### config.mk
export PLATFORM = sky130hd
export DESIGN_NAME = m3_serial_tx
export DESIGN_NICKNAME = d
export VERILOG_FILES = /design/src/rtl/m3_serial_tx.sv
export SDC_FILE = /design/constraint.sdc
export NUM_CORES = 1
export LEC_CHECK = 0
export CAP_MARGIN = 20
export CORE_MARGIN = 2
export CORE_UTILIZATION = 40
export CTS_CLUSTER_DIAMETER = 100
export DETAILED_ROUTE_END_ITERATION = 6
export GPL_ROUTABILITY_DRIVEN = 0
export PLACE_DENSITY = 0.61
export SYNTH_ARGS = -nofsm -noshare
export SYNTH_HDL_FRONTEND = slang
export SYNTH_SLANG_ARGS = --single-unit
export TNS_END_PERCENT = 5
### constraint.sdc
create_clock -name clk -period 3.3 [get_ports clk]
set_input_delay 0.495 -clock clk [delete_from_list [all_inputs] [get_ports clk]]
set_output_delay 0.495 -clock clk [all_outputs]
set_load 0.02 [all_outputs]
### src/rtl/m3_serial_tx.sv
// m3_serial_tx: MSB-first serial word transmitter with a free-running
// slow clock and a running mod-3 remainder of the bits sent.
module m3_serial_tx #(
  parameter int WIDTH = 8,
  parameter int DIV   = 4000000
) (
  input  logic             clk,
  input  logic             reset,
  input  logic             start,
  input  logic [WIDTH-1:0] din,
  output logic             ready,
  output logic             busy,
  output logic             sout,
  output logic             bit_valid,
  output logic             slo_clk,
  output logic [1:0]       rem,
  output logic             done,
  output logic             mult3
);

  localparam int CW = (DIV > 1) ? $clog2(DIV) : 1;
  localparam int IW = $clog2(WIDTH);

  typedef enum logic [1:0] {
    IDLE,
    WAIT,
    SHIFT
  } state_t;

  state_t           state_q, state_d;
  logic [CW-1:0]    cnt_q, cnt_d;
  logic             slo_q, slo_d;
  logic [WIDTH-1:0] shreg_q, shreg_d;
  logic [IW-1:0]    idx_q, idx_d;
  logic             sout_q, sout_d;
  logic             bv_q, bv_d;
  logic [1:0]       rem_q, rem_d;
  logic             done_q, done_d;
  logic             m3_q, m3_d;
  logic             tick;

  // Appending bit b to a value v: (2*v + b) mod 3.
  function automatic logic [1:0] rem_step(
    input logic [1:0] r,
    input logic       b
  );
    logic [1:0] n;
    case ({r, b})
      3'b000:  n = 2'd0;
      3'b001:  n = 2'd1;
      3'b010:  n = 2'd2;
      3'b011:  n = 2'd0;
      3'b100:  n = 2'd1;
      3'b101:  n = 2'd2;
      default: n = 2'd0;
    endcase
    return n;
  endfunction

  always_comb begin
    tick  = (cnt_q == CW'(DIV - 1));
    cnt_d = tick ? '0 : cnt_q + CW'(1);
    slo_d = (cnt_d >= CW'(DIV / 2));
  end

  always_comb begin
    state_d = state_q;
    shreg_d = shreg_q;
    idx_d   = idx_q;
    sout_d  = sout_q;
    bv_d    = bv_q;
    rem_d   = rem_q;
    done_d  = 1'b0;
    m3_d    = m3_q;
    unique case (state_q)
      IDLE: begin
        if (start) begin
          shreg_d = din;
          rem_d   = 2'd0;
          m3_d    = 1'b0;
          state_d = WAIT;
        end
      end
      WAIT: begin
        if (tick) begin
          sout_d  = shreg_q[WIDTH-1];
          bv_d    = 1'b1;
          rem_d   = rem_step(rem_q, shreg_q[WIDTH-1]);
          shreg_d = {shreg_q[WIDTH-2:0], 1'b0};
          idx_d   = IW'(WIDTH - 1);
          state_d = SHIFT;
        end
      end
      SHIFT: begin
        if (tick) begin
          if (idx_q == '0) begin
            sout_d  = 1'b0;
            bv_d    = 1'b0;
            done_d  = 1'b1;
            m3_d    = (rem_q == 2'd0);
            state_d = IDLE;
          end else begin
            sout_d  = shreg_q[WIDTH-1];
            rem_d   = rem_step(rem_q, shreg_q[WIDTH-1]);
            shreg_d = {shreg_q[WIDTH-2:0], 1'b0};
            idx_d   = idx_q - IW'(1);
          end
        end
      end
      default: state_d = IDLE;
    endcase
  end

  always_ff @(posedge clk) begin
    if (reset) begin
      state_q <= IDLE;
      cnt_q   <= '0;
      slo_q   <= 1'b0;
      shreg_q <= '0;
      idx_q   <= '0;
      sout_q  <= 1'b0;
      bv_q    <= 1'b0;
      rem_q   <= 2'd0;
      done_q  <= 1'b0;
      m3_q    <= 1'b0;
    end else begin
      state_q <= state_d;
      cnt_q   <= cnt_d;
      slo_q   <= slo_d;
      shreg_q <= shreg_d;
      idx_q   <= idx_d;
      sout_q  <= sout_d;
      bv_q    <= bv_d;
      rem_q   <= rem_d;
      done_q  <= done_d;
      m3_q    <= m3_d;
    end
  end

  assign ready     = (state_q == IDLE);
  assign busy      = (state_q != IDLE);
  assign sout      = sout_q;
  assign bit_valid = bv_q;
  assign slo_clk   = slo_q;
  assign rem       = rem_q;
  assign done      = done_q;
  assign mult3     = m3_q;

endmodule

Word-level counts from Yosys, hierarchy flattened
Index checks and enable logic that the tools add are counted.
- register bits: 42
- bits in latches: 0
- bits in writable memories: 0
- memory bits (read-only): 0
- bits of input ports: 11
- output and inout port bits: 9
- logic and storage cells: 77
- memories kept: 0
- $add $sub $neg: 2
- multipliers: 0
- div/mod/pow operators: 0
- magnitude comparators: 1
- equality and inequality tests: 12
- shift operators: 0
- multiplexer cells: 34
- bitwise operators: 2
- reduce and logical (&&, ||, !) cells: 16
- operators with widths (operator ; number):
    $mux 8 ; 4
    $pmux 8 s3 ; 1
    $add 22x1->22 const B ; 1
    $eq 22x22->1 const B ; 1
    $ge 22x21->1 const B ; 1
    $mux 22 ; 1
    $mux 2 ; 8
    $reduce_and 4->1 ; 4
    $pmux 2 s3 ; 2
    $mux 1 ; 10
    $ne 2x2->1 const B ; 5
    $mux 3 ; 3
    $eq 3x3->1 const B ; 2
    $pmux 1 s2 ; 3
    $pmux 3 s2 ; 1
    $reduce_bool 2->1 ; 3
    $reduce_and 5->1 ; 1
    $logic_not 2->1 ; 2
    $pmux 2 s2 ; 1
    $reduce_or 2->1 ; 2
    $eq 3x1->1 const B ; 1
    $eq 3x2->1 const B ; 1
    $logic_not 3->1 ; 1
    $reduce_and 3->1 ; 1
    other kinds (6) ; 7

Longest topological paths before layout
- depth in word-level cells: 6
- depth in mapped cells: 9
- mapped depth without buffers: 8

Worst setup path after synthesis
OpenSTA, ideal clock, no wires.
- kind: flip-flop to flip-flop
- start: register cnt_q[0]
- end: register rem_q[1], in the netlist rem[1]
- setup time: 0.070 ns
- arrival: 2.196 ns
- required time: 3.230 ns
- slack: 1.034 ns
- stages on the path, launching flop included: 9
- buffers on the path: 0
- clock period less this slack: 2.266 ns
- cell sequence: dfxtp_1 -> ha_1 -> nand4_2 -> nor2_2 -> a21oi_2 -> nor4_4 -> nand2_1 -> or4b_1 -> a21oi_1
- cells in the longest elaborated chain, start to end: 3
- elaborated cells between the ends (all ways): 4
- classes of those cells: eq/ne: 3; reduce/logical: 1
- RTL lines (element ; RTL line ; source):
    start, declared ; 31 ; logic [CW-1:0] cnt_q, cnt_d;
    start signal, assigned ; 128 ; cnt_q <= cnt_d;
    $eq 22x22->1 (*) ; 61 ; tick = (cnt_q == CW'(DIV - 1));
    $ne 2x2->1 (no source line) ; -- ;
    $reduce_and 5->1 (no source line) (*) ; -- ;
    end signal, assigned ; 134 ; rem_q <= rem_d;
    end, declared ; 37 ; logic [1:0] rem_q, rem_d;
Mark *: on every way between the ends. The rest lies on a longest branch, timed or not.
A chain may end at the register's enable or synchronous reset.

Worst setup path in the final report
Same ends and word-level chain as after synthesis.

==> results.json <==
{
  "cts.sinks": 42,
  "insertedDiodeCount": 0,
  "viasPerCell": 5.21,
  "avgSynthCellArea_um2": 8.49,
  "p_int_uw": 741,
  "syn-num-nets": 281,
  "grt_overflow": 0,
  "worstSetupStartpointType": "flop",
  "clk_pin_slew_worst_paths_ps": 80,
  "synth_compound_area_share_pct": 13.1,
  "tns_ps": 0,
  "crit_slowest_cell": "or4b_1",
  "synth-edff-count": 0,
  "p_sw_uw": 268,
  "clock_latency_ps": 290,
  "portBuffers": 19,
  "relSlewSlack_pct": 48.9,
  "drc_errors": 0,
  "ir_drop_uv": 148,
  "num-fill-cells": 547,
  "pwr-share-clk_pct": 31.1,
  "cts_tree": "built",
  "syn_area_mm2": 0.00223,
  "grt_antenna_before_repair": 0,
  "yosys.area_share.simple_pct": 29.7,
  "die_width_um": 78.7,
  "holdBufCountCts": 0,
  "grt_pass1_wl_um": 8110,
  "crit_arrival_ps": 2710,
  "drv_cap": 0,
  "setup_viol": 0,
  "holdWs_ps": 469,
  "drtAntennaViolNets": 0,
  "hold_viol_final": 0,
  "path_cells": "ha_1 -> nand4_2 -> nor2_2 -> a21oi_2 -> nor4_4 -> buf_4 -> nand2_1 -> or4b_1 -> a21oi_1",
  "syn-instance-count": 263,
  "nNetsFinal": 300,
  "synth-main-ff-cell": "dfxtp_1",
  "cts-htree-levels": 2,
  "synth_top_area_cell": "dfxtp_1",
  "yosys-mux-area-fraction_pct": 4.48,
  "ys_types": 45,
  "hpwl_um": 3290,
  "design_area_mm2": 0.00257,
  "status": "complete, no violations",
  "placedInstanceArea_mm2": 0.00249,
  "cp_slowest_stage_delay_ps": 480,
  "drv_slew": 0,
  "clk_path_buf_depth": 2,
  "synth_top_family_by_area": "simple AND/OR/NAND/NOR gates",
  "initial_core_util_pct": 41.0,
  "switching_share_pct": 26.5,
  "grt_pass1_vias": 1757,
  "comb_power_share_pct": 14.7,
  "rsz0062_at_grt": "false",
  "synth_fa_ha_area_share_pct": 3.92,
  "crit_type": "flop to flop",
  "drt-pass1-iter-count": 4,
  "crit_buf_inv": 1,
  "total_power_uw": 1010,
  "worst_pin_slew_ps": 759,
  "critPathCaptureType": "flop",
  "ios": 20,
  "p_per_area_mw_per_mm2": 393,
  "track_usage_pct": 16.2,
  "yosysSeqAreaShare_pct": 37.7,
  "wl_per_cell_um": 13.1,
  "area_growth_pct": 15.0,
  "cts_buffers": 5,
  "p_seq_share_pct": 54.2,
  "drive_above_1_share_pct": 7.45,
  "synthXorXnorAreaFrac_pct": 7.85,
  "fmax_mhz": 402,
  "synthArstFlopShare_pct": 0,
  "wl_um": 4630,
  "fp.coreArea_mm2": 0.00544,
  "leakage_uw": 0.000943,
  "fin_skew_ps": 4.78,
  "crit_fanout": 19,
  "fin_crit_sh_pct": 75.3,
  "die_y_um": 78.7,
  "period_needed_ps": 2490,
  "hold_path_class": "flop to flop",
  "cp.required_ps": 3520,
  "dr_total_vias": 1843,
  "std_cell_rows": 27,
  "cts_root_buf": "clkbuf_8",
  "grt_max_degree": 27,
  "synth.top_cells.by_area": "dfxtp_1 (38%), nor2_1 (6.9%), mux2i_1 (4.5%), xor2_1 (4.3%), ha_1 (3.9%)",
  "yosys_warnings": 0,
  "yosysTopAreaCellShare_pct": 37.7,
  "synth-seq-cells": 42,
  "die_area_mm2": 0.00619,
  "crit_family": "simple AND/OR/NAND/NOR gates",
  "cts_resized": 0,
  "drtIter0Drc": 65,
  "cts_setup_buffers": 0
}
## area by class of cell
cell class                      instances  area, um^2  area share (%)
Clock buffer                            5        68.8            2.68
Clock inverter                          2        10.0           0.390
Inverter                                7        26.3            1.02
Multi-Input combinational cell        204        1320            51.3
Sequential cell                        42         841            32.8
Tap cell                               72        90.1            3.51
Timing Repair Buffer                   22         213            8.29
## power groups by stage
stage / Clock [uW] / Combinational [uW] / Sequential, uW
after detailed placement: 0 / 150 / 559
after CTS: 328 / 151 / 547
after floorplan: 0 / 104 / 556
after global routing: 350 / 168 / 551
after global placement: 0 / 148 / 558
final: 314 / 149 / 547
## layer usage
layer,global-route usage (%),vias up,share of wire (%)
li1,-,962,-
met1,22.0,852,51
met2,25.7,22,45
met3,3.30,7,2.3
met4,5.61,0,1.5
met5,0,-,0
## synth_stat cells (3+ instances only)
cell type and number:
a211oi_1 9, a21oi_1 10, and2_1 3, and3_1 9, clkbuf_1 7, dfxtp_1 42, ha_1 7, inv_1 7
mux2i_1 10, nand2_1 19, nand2b_1 6, nand3_1 11, nand4_1 4, nor2_1 41, nor2b_1 4, nor3_1 6
nor4_1 3, o21ai_0 11, xnor2_1 9, xor2_1 11
## final timing paths
check             slack, ps                start             endpoint  cells after the start
setup / recovery        810  cnt_q[0]$_SDFF_PP0_  rem[1]$_SDFFE_PP0P_                      9
hold / removal          470  cnt_q[0]$_SDFF_PP0_  cnt_q[0]$_SDFF_PP0_                      1
setup reg to reg        810  cnt_q[0]$_SDFF_PP0_  rem[1]$_SDFFE_PP0P_                      9
hold reg to reg         470  cnt_q[0]$_SDFF_PP0_  cnt_q[0]$_SDFF_PP0_                      1
## logic make-up after synthesis
logic type / count (synthesis)
compound gates: 45
fa+ha+maj: 7
flops: 42
simple gates: 122
buf+inv: 17
xor+xnor: 20
mux: 10
## worst register-to-register path: stages, from the launching register on
cell and delay (ps):
dfxtp_1 380, ha_1 260, nand4_2 190, nor2_2 290, a21oi_2 110, nor4_4 250
buf_4 250, nand2_1 90, or4b_1 480, a21oi_1 140
## flip-flops by register name, indices dropped and copies added (netlist names)
| register | flops |
|---|---|
| done | 1 |
| cnt_q | 22 |
| mult3 | 1 |
| bit_valid | 1 |
| sout | 1 |
| state_q | 2 |
| rem | 2 |
| slo_clk | 1 |
| shreg_q | 8 |
| idx_q | 3 |
## through the flow
step / cells / worst slack [ps] / utilization, %
after floorplan: 263 / 1030 / -
after global placement: 347 / 871 / 45.7
after detailed placement: 347 / 832 / 45.7
after CTS: 354 / 805 / 47.2
after global routing: 354 / 594 / 47.2
final: 354 / 814 / 47.2
## layout by cell type (no fill, tap or decap), drive strengths merged, types with 2 or more instances in the layout
cell type,n
a311oi,2
and2,3
clkdlybuf4s50,19
nand2b,6
mux2i,10
nor2,42
or2,3
a22oi,2
and4bb,2
nor3,6
dfxtp,42
xnor2,9
nand3b,2
clkbuf,5
nand4,5
clkinv,2
nand3,11
a211oi,9
nor2b,4
buf,3
nand2,19
a21oi,11
ha,7
a31oi,2
nor4,5
xor2,11
inv,7
and3,9
nor4b,2
o21ai,11
a21o,2
Note: power is estimated with default switching activity, not from simulation.
